$ cat src/rtl/execute_multdiv_if.sv
// rtl/execute_multdiv_if.sv - execute-stage request/response bundle for the multiply/divide unit
interface execute_multdiv_if;
    logic        start_valid;
    logic [4:0]  alu_opcode;
    logic [31:0] operand_a;
    logic [31:0] operand_b;
    logic        flush;
    logic        stall;
    logic [31:0] result;
    logic        exception;
    logic        result_ready;

    modport master (
        output start_valid, alu_opcode, operand_a, operand_b, flush,
        input  stall, result, exception, result_ready
    );

    modport slave (
        input  start_valid, alu_opcode, operand_a, operand_b, flush,
        output stall, result, exception, result_ready
    );
endinterface

$ cat src/rtl/execute_multdiv.sv
// rtl/execute_multdiv.sv - iterative signed MUL/DIV unit that stalls the pipeline while busy
module execute_multdiv #(
    parameter int ITERATIONS = 32
) (
    input  logic              clock,
    input  logic              reset,
    execute_multdiv_if.slave  bus
);
    localparam logic [4:0] OP_MUL = 5'b00110;
    localparam logic [4:0] OP_DIV = 5'b00111;
    localparam logic [4:0] LAST   = 5'(ITERATIONS - 1);

    typedef enum logic [1:0] {IDLE, MULT, DIV, DONE} state_t;

    state_t      state, state_next;
    logic [4:0]  count;
    logic [31:0] mag;
    logic [63:0] acc;
    logic        neg;
    logic        div_zero;
    logic [31:0] result_q;
    logic        exception_q;

    logic        is_md;
    logic        accept;
    logic [31:0] abs_a, abs_b;

    // Multiply: acc = {partial sum, remaining multiplier bits}, shifted right each step.
    logic [32:0] mul_sum;
    logic [63:0] mul_next;
    logic [63:0] mul_signed;
    logic        mul_ovf;

    // Divide: acc = {partial remainder, dividend bits shifting out / quotient bits shifting in}.
    logic [32:0] div_shift;
    logic [32:0] div_diff;
    logic        div_ok;
    logic [31:0] div_rem;
    logic [63:0] div_next;
    logic [31:0] quo;
    logic [31:0] div_signed;
    logic        div_ovf;

    assign is_md  = (bus.alu_opcode == OP_MUL) || (bus.alu_opcode == OP_DIV);
    assign accept = bus.start_valid && ((state == IDLE) || (state == DONE))
                    && !reset && !bus.flush && is_md;

    assign abs_a = bus.operand_a[31] ? -bus.operand_a : bus.operand_a;
    assign abs_b = bus.operand_b[31] ? -bus.operand_b : bus.operand_b;

    assign mul_sum    = {1'b0, acc[63:32]} + (acc[0] ? {1'b0, mag} : 33'd0);
    assign mul_next   = {mul_sum, acc[31:1]};
    assign mul_signed = neg ? -mul_next : mul_next;
    assign mul_ovf    = !((&mul_signed[63:31]) || !(|mul_signed[63:31]));

    assign div_shift  = {acc[63:32], acc[31]};
    assign div_diff   = div_shift - {1'b0, mag};
    assign div_ok     = !div_diff[32];
    assign div_rem    = div_ok ? div_diff[31:0] : div_shift[31:0];
    assign div_next   = {div_rem, acc[30:0], div_ok};
    assign quo        = div_next[31:0];
    assign div_signed = neg ? -quo : quo;
    // A positive quotient of 2^31 (only -2^31 / -1) does not fit; a negative one does.
    assign div_ovf    = quo[31] && (!neg || (|quo[30:0]));

    always_comb begin
        state_next = state;
        case (state)
            IDLE, DONE: begin
                if (accept)
                    state_next = (bus.alu_opcode == OP_MUL) ? MULT : DIV;
                else
                    state_next = IDLE;
            end
            MULT, DIV: begin
                if (count == LAST)
                    state_next = DONE;
            end
            default: state_next = IDLE;
        endcase
        if (bus.flush)
            state_next = IDLE;
    end

    always_ff @(posedge clock) begin
        if (reset) begin
            state       <= IDLE;
            count       <= 5'd0;
            mag         <= 32'd0;
            acc         <= 64'd0;
            neg         <= 1'b0;
            div_zero    <= 1'b0;
            result_q    <= 32'd0;
            exception_q <= 1'b0;
        end else begin
            state <= state_next;
            if (bus.flush) begin
                count <= 5'd0;
            end else if (accept) begin
                count    <= 5'd0;
                neg      <= bus.operand_a[31] ^ bus.operand_b[31];
                div_zero <= (bus.operand_b == 32'd0);
                if (bus.alu_opcode == OP_MUL) begin
                    mag <= abs_a;
                    acc <= {32'd0, abs_b};
                end else begin
                    mag <= abs_b;
                    acc <= {32'd0, abs_a};
                end
            end else if (state == MULT) begin
                acc   <= mul_next;
                count <= (count == LAST) ? 5'd0 : count + 5'd1;
                if (count == LAST) begin
                    result_q    <= mul_signed[31:0];
                    exception_q <= mul_ovf;
                end
            end else if (state == DIV) begin
                acc   <= div_next;
                count <= (count == LAST) ? 5'd0 : count + 5'd1;
                if (count == LAST) begin
                    result_q    <= div_zero ? 32'd0 : div_signed;
                    exception_q <= div_zero || div_ovf;
                end
            end
        end
    end

    assign bus.stall        = !reset && (accept || (state == MULT) || (state == DIV));
    assign bus.result       = result_q;
    assign bus.exception    = exception_q;
    assign bus.result_ready = (state == DONE);
endmodule

$ cat src/flat_wrapper.sv
// flat-port wrapper written by rule: the top's interface ports become plain ports
module execute_multdiv_flat 
#(
    parameter int ITERATIONS = 32
)
  (clock, reset, bus_start_valid, bus_alu_opcode, bus_operand_a, bus_operand_b, bus_flush, bus_stall, bus_result, bus_exception, bus_result_ready);
  execute_multdiv_if bus_i ();
  input  logic clock;
  input  logic reset;
  input wire logic [$bits(bus_i.start_valid)-1:0] bus_start_valid;
  input wire logic [$bits(bus_i.alu_opcode)-1:0] bus_alu_opcode;
  input wire logic [$bits(bus_i.operand_a)-1:0] bus_operand_a;
  input wire logic [$bits(bus_i.operand_b)-1:0] bus_operand_b;
  input wire logic [$bits(bus_i.flush)-1:0] bus_flush;
  output wire logic [$bits(bus_i.stall)-1:0] bus_stall;
  output wire logic [$bits(bus_i.result)-1:0] bus_result;
  output wire logic [$bits(bus_i.exception)-1:0] bus_exception;
  output wire logic [$bits(bus_i.result_ready)-1:0] bus_result_ready;
  assign bus_i.start_valid = bus_start_valid;
  assign bus_i.alu_opcode = bus_alu_opcode;
  assign bus_i.operand_a = bus_operand_a;
  assign bus_i.operand_b = bus_operand_b;
  assign bus_i.flush = bus_flush;
  assign bus_stall = bus_i.stall;
  assign bus_result = bus_i.result;
  assign bus_exception = bus_i.exception;
  assign bus_result_ready = bus_i.result_ready;
  execute_multdiv #(.ITERATIONS(ITERATIONS)) u_core (.clock(clock), .reset(reset), .bus(bus_i));
endmodule
$ cat config.mk
export PLATFORM = sky130hd
export DESIGN_NAME = execute_multdiv_flat
export DESIGN_NICKNAME = d
export VERILOG_FILES = /design/src/rtl/execute_multdiv_if.sv /design/src/rtl/execute_multdiv.sv /design/src/flat_wrapper.sv
export SDC_FILE = /design/constraint.sdc
export NUM_CORES = 1
export LEC_CHECK = 0
export BUFFER_PORTS_ARGS = -buffer_cell sky130_fd_sc_hd__buf_2
export CAP_MARGIN = 20
export CORE_UTILIZATION = 55
export CTS_BUF_LIST = sky130_fd_sc_hd__clkbuf_4
export CTS_CLUSTER_DIAMETER = 150
export DETAILED_ROUTE_END_ITERATION = 16
export PLACE_DENSITY = 0.72
export SYNTH_ARGS = -nofsm -noshare
export SYNTH_HDL_FRONTEND = slang
export SYNTH_SLANG_ARGS = --single-unit
$ cat constraint.sdc
create_clock -name clock -period 15.77 [get_ports clock]
set_input_delay 3.154 -clock clock [delete_from_list [all_inputs] [get_ports clock]]
set_output_delay 3.154 -clock clock [all_outputs]
set_load 0.1 [all_outputs]
* Word-level counts from Yosys, hierarchy flattened
Index checks and enable logic that the tools add are counted.
W data, S select, Z words.
** Operators by class
- $add $sub $neg :: 7
- Equality and inequality tests :: 7
- Bitwise gates (word level) :: 3
- Multiplexer cells :: 27
- Reductions and logical operators :: 33
** Operators by type and width (count)
- $mux W32 :: 12
- $mux W64 :: 4
- $neg A32 Y32 :: 3
- $neg A64 Y64 :: 1
- $add A32 B33 Y33 :: 1
- $reduce_and A33 Y1 :: 1
- $reduce_or A33 Y1 :: 1
- $sub A33 B32 Y33 :: 1
- $logic_not A32 Y1 :: 1
- $reduce_or A31 Y1 :: 1
- $mux W5 :: 3
- $eq A5 B3 Y1 const B :: 2
- $logic_or A1 B1 Y1 :: 7
- $logic_and A1 B1 Y1 :: 6
- $logic_not A1 Y1 :: 6
- $mux W2 :: 3
- $reduce_or A2 Y1 :: 3
- $add A5 B1 Y5 const B :: 1
- $eq A5 B5 Y1 const B :: 1
- $eq A2 B2 Y1 const B :: 2
- $mux W1 :: 4
- $pmux W2 S2 :: 1
- $reduce_and A2 Y1 :: 2
- $reduce_and A4 Y1 :: 1
- 8 further kinds :: 9
** Word-level totals
- Output and inout port bits :: 35
- Input bits :: 73
- Word-level logic and storage cells :: 85
- Register bits :: 138

* Logic depth before layout (Yosys ltp)
Gate-level depths: netlist of run 1.
- Depth after elaboration :: 10
- Gate-level depth with buffers :: 29
- Gate-level depth less buffers :: 25

* Worst setup path after synthesis of run 1
Ideal clock, no wire load.
- Kind :: input-to-output
- Start :: input bus_alu_opcode[4]
- End :: output bus_stall
- Setup slack :: 7193 ps
- Data required time :: 12616 ps
- Cell stages on the path :: 5
- Path buffers :: 2
- Arrival :: 5423 ps
- Path through :: nor4bb_1 nand4_1 buf_2 buf_1 a21oi_1
** On the way
- Word-level cells in the longest chain between the ends :: 6
- Elaborated cells on any way between the ends :: 7
- Those cells by class :: eq/ne (2); reduce/logical (5)
** Ends and longest elaborated chain
- from (decl) :: RTL line flat_wrapper.sv:11 : input wire logic [$bits(bus_i.alu_opcode)-1:0] bus_alu_opcode;
- $eq A5 B3 Y1 :: RTL line execute_multdiv.sv:44 : assign is_md = (bus.alu_opcode == OP_MUL) || (bus.alu_opcode == OP_DIV);
- $logic_or A1 B1 Y1 (*) :: RTL line execute_multdiv.sv:44
- $logic_and A1 B1 Y1 (*) :: RTL line execute_multdiv.sv:46 : && !reset && !bus.flush && is_md;
- $logic_or A1 B1 Y1 (*) (2 in series) :: RTL line execute_multdiv.sv:128 : assign bus.stall = !reset && (accept || (state == MULT) || (state == DIV));
- $logic_and A1 B1 Y1 (*) :: RTL line execute_multdiv.sv:128
- to (decl) :: RTL line flat_wrapper.sv:15 : output wire logic [$bits(bus_i.stall)-1:0] bus_stall;
Every way passes the cells marked *; elsewhere a longest branch is shown, timed or not.

* Worst setup path in the final report of run 1
- Start :: input reset
- End :: output bus_stall
** On the way
- Word-level cells in the longest chain between the ends :: 7
** Ends and longest elaborated chain
- from (decl) :: RTL line flat_wrapper.sv:9 : input logic reset;
- $logic_not A1 Y1 (*) :: RTL line execute_multdiv.sv:46, execute_multdiv.sv:128
- $logic_and A1 B1 Y1 (3 in series) :: RTL line execute_multdiv.sv:46
- $logic_or A1 B1 Y1 (2 in series) :: RTL line execute_multdiv.sv:128
- $logic_and A1 B1 Y1 (*) :: RTL line execute_multdiv.sv:128
Marks and branches as above.

==> impl_metrics.py, run 1 <==
metrics = {
    "synth": {
        "synth_top_cell_by_area": "dfxtp_1",
        "ys.flop_type": "dfxtp_1",
        "yosysTopAreaCellShare_pct": 19.4,
        "synth_cells": 1977,
        "muxShareOfSynthArea_pct": 3.26,
        "synth-xor-area-share_pct": 11.9,
        "yosysUniqueCellTypes": 93,
        "synth_area_leaders": "dfxtp_1 19%, xnor2_1 8.0%, ha_1 6.4%",
        "synth_top_family_by_area": "compound AO/OA/AOI/OAI gates",
        "synth_nets": 2125,
        "synth-compound-area-share_pct": 29.0,
        "avgSynthCellArea_um2": 7.19,
        "synth_edf_count": 0,
        "synth_adder_area_share_pct": 6.70,
        "yosysWarnings": 0,
        "netlist_area_mm2": 0.0142,
        "synthSimpleGateAreaFrac_pct": 23.7,
        "synth-seq-area-share_pct": 19.4,
        "synthArstFlopShare_pct": 0,
        "synth_seq_cells": 138,
    },
    "pwr": {
        "peakVddDrop_mv": 0.0433,
        "powerDensity_mw_per_mm2": 50.4,
        "leakagePower_nw": 5.94,
        "power_mw": 0.758,
    },
    "floorplanning": {
        "rows": 58,
        "initial_core_util_pct": 56.3,
        "io_pins": 108,
        "core_area_mm2": 0.0253,
        "die_height_um": 163,
        "dieArea_mm2": 0.0265,
        "die_w_um": 163,
    },
    "route": {
        "drtIter0Drc": 1318,
        "viasPerCell": 6.35,
        "wl_met3_mm": 3.67,
        "met1Wirelength_mm": 20.4,
        "drc_errors": 0,
        "via_count": 14680,
        "drtAntennaViolNets": 0,
        "post_drt_wl_per_cell_um": 19.2,
        "routed-wl-met2_mm": 19.2,
        "firstDrtPassIters": 7,
        "routed.top_layer": "met4",
        "wl_mm": 44.3,
    },
    "global_route": {
        "grt_pass1_vias": 12998,
        "grt_use_total_pct": 33.0,
        "grt_pass1_wl_mm": 69.7,
        "grt_max_degree": 77,
        "antenna_found_initial": 1,
        "globalRouteOverflowTotal": 0,
    },
    "placement": {
        "dp_hpwl_mm": 33.4,
        "place_congestion": 0.968,
        "dpl.cell_count": 2278,
        "io_buffers": 107,
        "dpl_worst_slack_ns": 7.79,
    },
    "timing": {
        "fin_ws_ns": 7.77,
        "slew_headroom_pct": 23.3,
        "hold_viol": 0,
        "setup_tns_ns": 0,
        "fin_crit_sh_pct": 50.7,
        "finClkSkew_ns": 0.0463,
        "rsz0062_at_grt": "no",
        "max_freq_ghz": 0.125,
        "finalSetupViolations": 0,
        "slew_viol_final": 0,
        "worst_pin_slew_ns": 1.15,
        "fin_crit_ns": 8.00,
    },
    "worst_setup_path": {
        "cp.required_ns": 12.62,
        "critPathCaptureType": "output port",
        "critPathTopFamily": "buffers and inverters",
        "worst_ep_arrival_time_ns": 4.84,
        "crit_chain": "buf_2 -> nor2_1 -> nand4_1 -> buf_4 -> a21oi_1 -> buf_2",
        "cp_max_fo": 74,
        "cp_common_cell": "buf_2",
        "crit_buf_inv": 3,
        "critical_path_class": "primary input to output port",
        "critPathLaunchType": "primary input",
        "cp_slowest_cell": "buf_4",
        "crit_path_max_incr_delay_ns": 0.59,
    },
    "clocking": {
        "cts_buffer_depth": 2,
        "post-cts-setup-buffers": 0,
        "cts.sinks": 138,
        "insertion_delay_ns": 0.59,
        "cts_resized": 0,
        "cts_max_level": 4,
        "path_clk_slew_ns": 0.14,
        "cts.root.buffer_cell": "clkbuf_4",
        "cts_tree": "done",
        "cts_buffers": 17,
        "cts_hold_buf": 0,
    },
    "layout": {
        "layout-drive-gt1-share_pct": 10.6,
        "area_growth_pct": 5.76,
        "fillCellCount": 2450,
        "layout.nets": 2115,
        "fin_cells": 2311,
    },
    "outcome": {
        "status": "finished clean",
    },
    "worst_hold_path": {
        "hold_path_class": "flip-flop to flip-flop",
    },
    "flow_run": {
        "max_cap_violations": 0,
    },
}
==> power breakdown <==
group	total, mW	internal [mW]	switching (mW)
registers	0.351	0.350	0.00166
clock network	0.276	0.104	0.172
logic	0.131	0.0465	0.0847
total	0.758	0.500	0.258
==> cells by family (layout without fill, tap and decap cells) <==
| group | Yosys count | count (layout) |
|---|---|---|
| adders and majority gates | 75 | 75 |
| other | 0 | 1 |
| AOI/OAI and AO/OA | 619 | 619 |
| muxes | 46 | 46 |
| buffers and inverters | 216 | 219 |
| and+or+nand+nor | 690 | 690 |
| DFF | 138 | 138 |
| xor gates and xnor gates | 193 | 193 |
==> per-layer routing <==
layer | vias to the layer above | global-route usage [%]
met5 | - | 0
met2 | 624 | 50.4
met4 | 0 | 9.77
met3 | 52 | 4.71
li1 | 7161 | -
met1 | 6843 | 47.5
==> cells in the final DEF, fill, tap and decap left out, drive strengths merged, types with 13 or more instances in the layout <==
master / count
a211oi: 46
or4: 18
nand2: 184
a221oi: 34
nor3: 65
xnor2: 131
nor4: 19
or2: 15
nand4: 17
nor2: 230
inv: 74
a31oi: 13
o211ai: 50
dfxtp: 138
nand3: 29
buf: 122
o21ai: 138
mux2i: 43
a21oi: 152
xor2: 62
o31ai: 32
a21o: 35
ha: 73
o41ai: 13
nand2b: 21
a22oi: 14
or3: 35
clkbuf: 17
o21a: 15
==> worst paths after layout <==
check | start | end | slack, ns | cells past startpoint
hold reg to reg | u_core.mag[5]$_SDFFE_PP0P_ | u_core.mag[5]$_SDFFE_PP0P_ | 0.46 | 2
setup reg to reg | u_core.acc[31]$_SDFFE_PP0P_ | u_core.bus.exception$_SDFFE_PP0P_ | 8.88 | 25
hold / removal | u_core.mag[5]$_SDFFE_PP0P_ | u_core.mag[5]$_SDFFE_PP0P_ | 0.46 | 2
setup / recovery | reset | bus_stall | 7.77 | 6
==> worst min-delay path, stage by stage (launching register included) <==
cell and delay, ns:
dfxtp_1 0.34, nand2_1 0.05, a21oi_1 0.05
==> synth_stat cells, types with 21 or more instances <==
| cell type | number |
|---|---|
| nor2_1 | 230 |
| nand2_1 | 183 |
| a21oi_1 | 152 |
| dfxtp_1 | 138 |
| o21ai_0 | 135 |
| xnor2_1 | 130 |
| clkbuf_1 | 113 |
| ha_1 | 73 |
| inv_1 | 64 |
| xor2_1 | 62 |
| nor3_1 | 61 |
| o211ai_1 | 50 |
| a211oi_1 | 46 |
| mux2i_1 | 43 |
| a21o_1 | 35 |
| a221oi_1 | 33 |
| o31ai_1 | 31 |
| nand3_1 | 29 |
| or3_1 | 29 |
| nand2b_1 | 21 |
==> state kept, by name, summed over array words and instances (netlist names) <==
signal and count:
u_core.mag 32, u_core.neg 1, u_core.acc 64, u_core.bus.result 32, u_core.count 5, u_core.state 2
u_core.bus.exception 1, u_core.div_zero 1
==> through the flow <==
step                instance area [µm²]  util, %  hold slack, ns
detailed placement                14700     58.3           0.446
global route                      15000     59.6           0.479
global placement                  14700     58.3           0.439
CTS                               15000     59.5           0.463
finish                            15000     59.6           0.460
floorplan                         14200        -           0.432
==> final cells by class <==
| type | count | area, µm² | share of cell area, % |
|---|---|---|---|
| clock buffer | 17 | 128 | 0.849 |
| sequential | 138 | 2760 | 18.4 |
| multi-input combinational | 1623 | 10600 | 70.8 |
| timing repair buffer | 122 | 648 | 4.31 |
| inverter | 65 | 244 | 1.62 |
| antenna | 1 | 2.50 | 0.0166 |
| tap | 330 | 413 | 2.75 |
| clock inverter | 15 | 198 | 1.31 |
(Power assumes the default switching activity.)
==> run 2, diff against run 1 <==
- ABC_AREA: unset -> 1
- clock period: 15.77 -> 7.55 ns (I/O delays scaled with it)
==> impl_metrics.py, run 2 <==
metrics = {
    "timing": {
        "timing.hold.ws_ns": 0.479,
        "fin_crit_ns": 5.17,
        "max_freq_ghz": 0.194,
        "worst_pin_slew_ns": 1.05,
        "setup_tns_ns": 0,
        "finClkSkew_ns": 0.0287,
        "rsz0062_at_grt": "no",
        "fin_crit_sh_pct": 68.4,
        "finalSetupViolations": 0,
        "slew_headroom_pct": 29.3,
        "hold_viol": 0,
        "slew_viol_final": 0,
    },
    "worst_setup_path": {
        "cp.depth": 9,
        "crit_buf_inv": 6,
        "worstRegToRegCells": 26,
        "crit_path_max_incr_delay_ns": 0.45,
        "timing.rr.end": "u_core.bus.result[30]$_SDFFE_PP0P_",
        "critPathLaunchType": "primary input",
        "critPathCaptureType": "output port",
        "critical_path_class": "primary input to output port",
        "cp_max_fo": 46,
        "worst_ep_arrival_time_ns": 3.66,
        "cp.required_ns": 6.04,
        "crit_end": "bus_stall",
        "crit_chain": "buf_2 -> buf_4 -> nor2_1 -> inv_2 -> nor4_2 -> buf_4 -> inv_1 -> a21oi_1 -> buf_2",
        "rrSetupSlack_ns": 2.82,
        "cp_slowest_cell": "buf_2",
        "critPathTopFamily": "buffers and inverters",
        "rr_startpoint": "u_core.acc[31]$_SDFFE_PP0P_",
        "critPathLaunch": "reset",
    },
    "route": {
        "via_count": 19539,
        "post_drt_wl_per_cell_um": 19.2,
        "wl_mm": 62.9,
        "viasPerCell": 5.97,
        "drc_errors": 0,
        "firstDrtPassIters": 6,
        "drtIter0Drc": 2334,
        "drtAntennaViolNets": 0,
    },
    "synth": {
        "synthArstFlopShare_pct": 0,
        "yosysMostFrequentCell": "nand2_1",
        "avgSynthCellArea_um2": 5.68,
        "synth_cells": 2839,
        "synth_top_cell_by_area": "nand2_1",
        "synth_seq_cells": 138,
        "synth-xor-area-share_pct": 4.84,
        "synth-seq-area-share_pct": 17.1,
        "synth-compound-area-share_pct": 20.0,
        "synth_area_leaders": "nand2_1 19%, dfxtp_1 17%, inv_1 10%",
        "synthSimpleGateAreaFrac_pct": 38.6,
        "synth_top_family_by_area": "simple AND/OR/NAND/NOR gates",
        "yosys-top-cells-count": "831 x nand2_1, 431 x inv_1, 250 x nor2_1",
        "yosysTopAreaCellShare_pct": 19.4,
        "synth_nets": 2987,
        "muxShareOfSynthArea_pct": 0,
        "yosysWarnings": 0,
        "yosysUniqueCellTypes": 57,
        "synth_adder_area_share_pct": 5.92,
        "netlist_area_mm2": 0.0161,
        "synth_edf_count": 0,
        "ys.flop_type": "dfxtp_1",
    },
    "flow_run": {
        "max_cap_violations": 0,
    },
    "global_route": {
        "grt_pass1_vias": 18298,
        "antenna_found_initial": 1,
        "globalRouteOverflowTotal": 0,
        "grt_use_total_pct": 41.6,
        "grt_max_degree": 84,
        "grt_pass1_wl_mm": 98.3,
    },
    "placement": {
        "dpl.cell_count": 3241,
        "dp_hpwl_mm": 49.7,
        "io_buffers": 107,
        "place_congestion": 0.999,
    },
    "clocking": {
        "cts_max_level": 4,
        "cts.root.buffer_cell": "clkbuf_4",
        "insertion_delay_ns": 0.62,
        "post-cts-setup-buffers": 0,
        "cts_buffers": 17,
        "cts_resized": 0,
        "path_clk_slew_ns": 0.13,
        "cts_tree": "done",
        "cts.sinks": 138,
        "cts_buffer_depth": 2,
        "cts_hold_buf": 0,
    },
    "pwr": {
        "peakVddDrop_mv": 0.165,
        "leakagePower_nw": 9.37,
        "powerDensity_mw_per_mm2": 98.5,
    },
    "layout": {
        "fin_cells": 3274,
        "largest_reg_flops": 64,
        "layout_commonest_cell": "nand2_1",
        "layout-drive-gt1-share_pct": 9.90,
        "layout.nets": 3024,
        "area_growth_pct": 6.67,
        "layout_common_cells": "831 x nand2_1, 430 x inv_1, 247 x nor2_1",
        "top_register": "u_core.acc",
    },
    "floorplanning": {
        "core_area_mm2": 0.0288,
        "die_w_um": 173,
        "io_pins": 108,
        "rows": 62,
        "initial_core_util_pct": 56.0,
        "die_height_um": 173,
        "dieArea_mm2": 0.0300,
    },
    "worst_hold_path": {
        "hp-start": "u_core.count[4]$_SDFFE_PP0N_",
        "hold_path_class": "flip-flop to flip-flop",
    },
    "outcome": {
        "status": "finished clean",
    },
}
==> run 2: worst min-delay path by stage <==
stage / end / slack [ns] / cells past startpoint
2_1_floorplan: u_core.count[4]$_SDFFE_PP0N_ / 0.44 / 2
3_3_place_gp: u_core.count[4]$_SDFFE_PP0N_ / 0.45 / 2
3_5_place_dp: u_core.count[4]$_SDFFE_PP0N_ / 0.46 / 2
4_1_cts: u_core.count[4]$_SDFFE_PP0N_ / 0.48 / 2
5_1_grt: u_core.count[4]$_SDFFE_PP0N_ / 0.51 / 2
6_report: u_core.count[4]$_SDFFE_PP0N_ / 0.48 / 2
==> run 2: kinds of logic after synthesis <==
kind of cell	count (synthesis)
AO/OA/AOI/OAI	519
XOR/XNOR	89
adder cells (fa/ha/maj)	75
buffers and inverters	567
flip-flops	138
AND/OR/NAND/NOR	1451
==> run 2: metrics by stage <==
stage | util (%) | instance area [µm²] | setup WS (ns) | power, mW
after floorplan | - | 16100 | 1.91 | 0.955
after global placement | 58.5 | 16800 | 2.47 | 1.05
after detailed placement | 58.5 | 16800 | 2.50 | 1.06
after CTS | 59.7 | 17200 | 2.50 | 1.68
after global routing | 59.7 | 17200 | 2.33 | 1.74
final | 59.7 | 17200 | 2.38 | 1.69
==> run 2: layout make-up <==
cell class,count,area (µm²)
Timing Repair Buffer,123,656
Tap cell,384,480
Clock inverter,15,234
Antenna cell,1,2.50
Fill cell,2954,11600
Clock buffer,17,128
Sequential cell,138,2760
Multi-Input combinational cell,2134,11200
Inverter,462,1730
==> run 2: worst min-delay path: cells and delay by family (launching register included) <==
family	cells	cell delay, ns
flip-flops	1	0.34
AO/OA/AOI/OAI	1	0.06
AND/OR/NAND/NOR	1	0.05
==> run 2: metal layers <==
layer	vias up	track usage (%)	routed length [µm]
met1	8801	46.7	23200
met4	0	33.7	5550
met5	-	0	0
met2	1137	69.3	28600
met3	292	7.72	5610
li1	9309	-	-
==> run 2: power breakdown <==
| part | switching [mW] | total, mW | internal (mW) |
|---|---|---|---|
| clock | 0.334 | 0.637 | 0.303 |
| combinational | 0.224 | 0.322 | 0.0974 |
| sequential | 0.00403 | 0.735 | 0.730 |
==> run 3, diff against run 2 <==
- clock period: 7.55 -> 5.1 ns (I/O delays scaled with it)
==> impl_metrics.py, run 3 (synthesized netlist as in run 2, its figures left out) <==
metrics = {
    "outcome": {
        "status": "finished clean",
    },
    "global_route": {
        "antenna_found_initial": 1,
        "grt_max_degree": 84,
        "grt_pass1_vias": 18238,
        "globalRouteOverflowTotal": 0,
        "grt_use_total_pct": 43.0,
        "grt_pass1_wl_mm": 101,
    },
    "timing": {
        "hold_viol": 0,
        "fin_crit_sh_pct": 87.5,
        "slew_viol_final": 0,
        "rsz0062_at_grt": "no",
        "fin_crit_ns": 4.46,
        "finClkSkew_ns": 0.0493,
        "setup_tns_ns": 0,
        "finalSetupViolations": 0,
        "worst_pin_slew_ns": 1.02,
        "slew_headroom_pct": 31.7,
        "max_freq_ghz": 0.224,
    },
    "layout": {
        "layout_common_cells": "831 x nand2_1, 430 x inv_1, 247 x nor2_1",
        "largest_reg_flops": 64,
        "layout_commonest_cell": "nand2_1",
        "layout.nets": 3028,
        "layout-drive-gt1-share_pct": 10.0,
        "final_util_pct": 59.7,
        "top_register": "u_core.acc",
        "area_growth_pct": 6.63,
    },
    "floorplanning": {
        "rows": 62,
        "die_w_um": 173,
        "dieArea_mm2": 0.0300,
        "initial_core_util_pct": 56.0,
        "io_pins": 108,
        "core_area_mm2": 0.0288,
        "die_height_um": 173,
    },
    "worst_setup_path": {
        "cp_max_fo": 20,
        "rrSetupSlack_ns": 0.64,
        "worstRegToRegCells": 23,
        "worst_ep_arrival_time_ns": 4.97,
        "critical_path_class": "flip-flop to flip-flop",
        "timing.rr.end": "u_core.bus.exception$_SDFFE_PP0P_",
        "cp_common_cell": "nand2_1",
        "critPathLaunchType": "flip-flop",
        "critPathCaptureType": "flip-flop",
        "rr_startpoint": "u_core.acc[0]$_SDFFE_PP0P_",
        "crit_chain": "buf_4 -> nand2_1 -> inv_1 -> ha_1 -> nand2_1 -> nor2_1 -> inv_1 -> nor3_1 -> nand3_1 -> nand2_1 -> nand2_1 -> nand2_1 -> nand2_1 -> nor3_1 -> nand2_1 -> nand2_1 -> nand2_1 -> nand2_1 -> nand3_1 -> nor2_1 -> nand3_1 -> nand3_2 -> a21oi_2",
        "cp.required_ns": 5.60,
        "cp_slowest_cell": "dfxtp_1",
        "crit_path_max_incr_delay_ns": 0.89,
    },
    "placement": {
        "dp_hpwl_mm": 51.9,
        "io_buffers": 107,
        "place_congestion": 1.06,
    },
    "worst_hold_path": {
        "hp-start": "u_core.count[4]$_SDFFE_PP0N_",
        "hold_end": "u_core.count[4]$_SDFFE_PP0N_",
        "hold_path_class": "flip-flop to flip-flop",
        "whs_path_depth": 2,
    },
    "clocking": {
        "cts_hold_buf": 0,
        "cts_buffers": 17,
        "post-cts-setup-buffers": 0,
        "cts_max_level": 4,
        "cts_resized": 0,
        "cts.root.buffer_cell": "clkbuf_4",
        "cts_buffer_depth": 2,
        "cts.sinks": 138,
        "path_clk_slew_ns": 0.17,
        "cts_tree": "done",
        "insertion_delay_ns": 0.62,
    },
    "route": {
        "firstDrtPassIters": 7,
        "post_drt_wl_per_cell_um": 19.8,
        "drtIter0Drc": 2320,
        "viasPerCell": 5.98,
        "drtAntennaViolNets": 0,
        "via_count": 19600,
        "wl_mm": 64.8,
        "drc_errors": 0,
    },
    "pwr": {
        "powerDensity_mw_per_mm2": 140,
        "peakVddDrop_mv": 0.172,
        "leakagePower_nw": 9.38,
    },
    "flow_run": {
        "max_cap_violations": 0,
    },
}
## run 3: worst max path at each step
| stage | from | end |
|---|---|---|
| after floorplan | reset | bus_stall |
| after global placement | u_core.acc[0]$_SDFFE_PP0P_ | u_core.bus.exception$_SDFFE_PP0P_ |
| after detailed placement | u_core.acc[0]$_SDFFE_PP0P_ | u_core.bus.exception$_SDFFE_PP0P_ |
| after CTS | u_core.acc[0]$_SDFFE_PP0P_ | u_core.bus.exception$_SDFFE_PP0P_ |
| after global routing | u_core.acc[0]$_SDFFE_PP0P_ | u_core.bus.exception$_SDFFE_PP0P_ |
| final | u_core.acc[0]$_SDFFE_PP0P_ | u_core.bus.exception$_SDFFE_PP0P_ |
## run 3: layout make-up
| type | count | area, µm² |
|---|---|---|
| Fill cell | 2994 | 11600 |
| Multi-Input combinational cell | 2134 | 11200 |
| Sequential cell | 138 | 2760 |
| Inverter | 462 | 1730 |
| Timing Repair Buffer | 127 | 701 |
| Tap cell | 384 | 480 |
| Clock inverter | 15 | 183 |
| Clock buffer | 17 | 128 |
| Antenna cell | 1 | 2.50 |
## run 3: per-layer routing
metal  global-route usage, %  vias to the layer above  routed length (µm)  share of wire (%)
met4                    32.7                        0                5820                9.0
met5                       0                        -                   0                  0
li1                        -                     9338                   -                  -
met3                    6.44                      304                5940                9.2
met2                    71.6                     1219               29000                 45
met1                    49.9                     8739               24000                 37
## run 3: report_power, final
group	internal [mW]	total [mW]	switching, mW
Sequential	1.08	1.09	0.00655
Clock	0.313	0.834	0.521
Combinational	0.145	0.479	0.335
Total	1.54	2.40	0.862
## run 3: critical path, delay by kind of cell, from the launching register on
kind / cells / cell delay [ns]
compound gates: 1 / 0.06
fa+ha+maj: 1 / 0.30
buf+inv: 3 / 0.52
flops: 1 / 0.89
simple gates: 18 / 2.58
## run 3: metrics by stage
stage	hold WS, ns	worst slack (ns)	std cells	power (mW)	instance area, µm²
6_report	0.479	0.636	3278	2.40	17200
5_1_grt	0.501	0.352	3278	2.48	17200
4_1_cts	0.480	0.737	3277	2.38	17200
3_5_place_dp	0.463	0.758	3245	1.57	16900
3_3_place_gp	0.449	0.757	3245	1.57	16900
2_1_floorplan	0.441	0.438	2839	1.41	16100
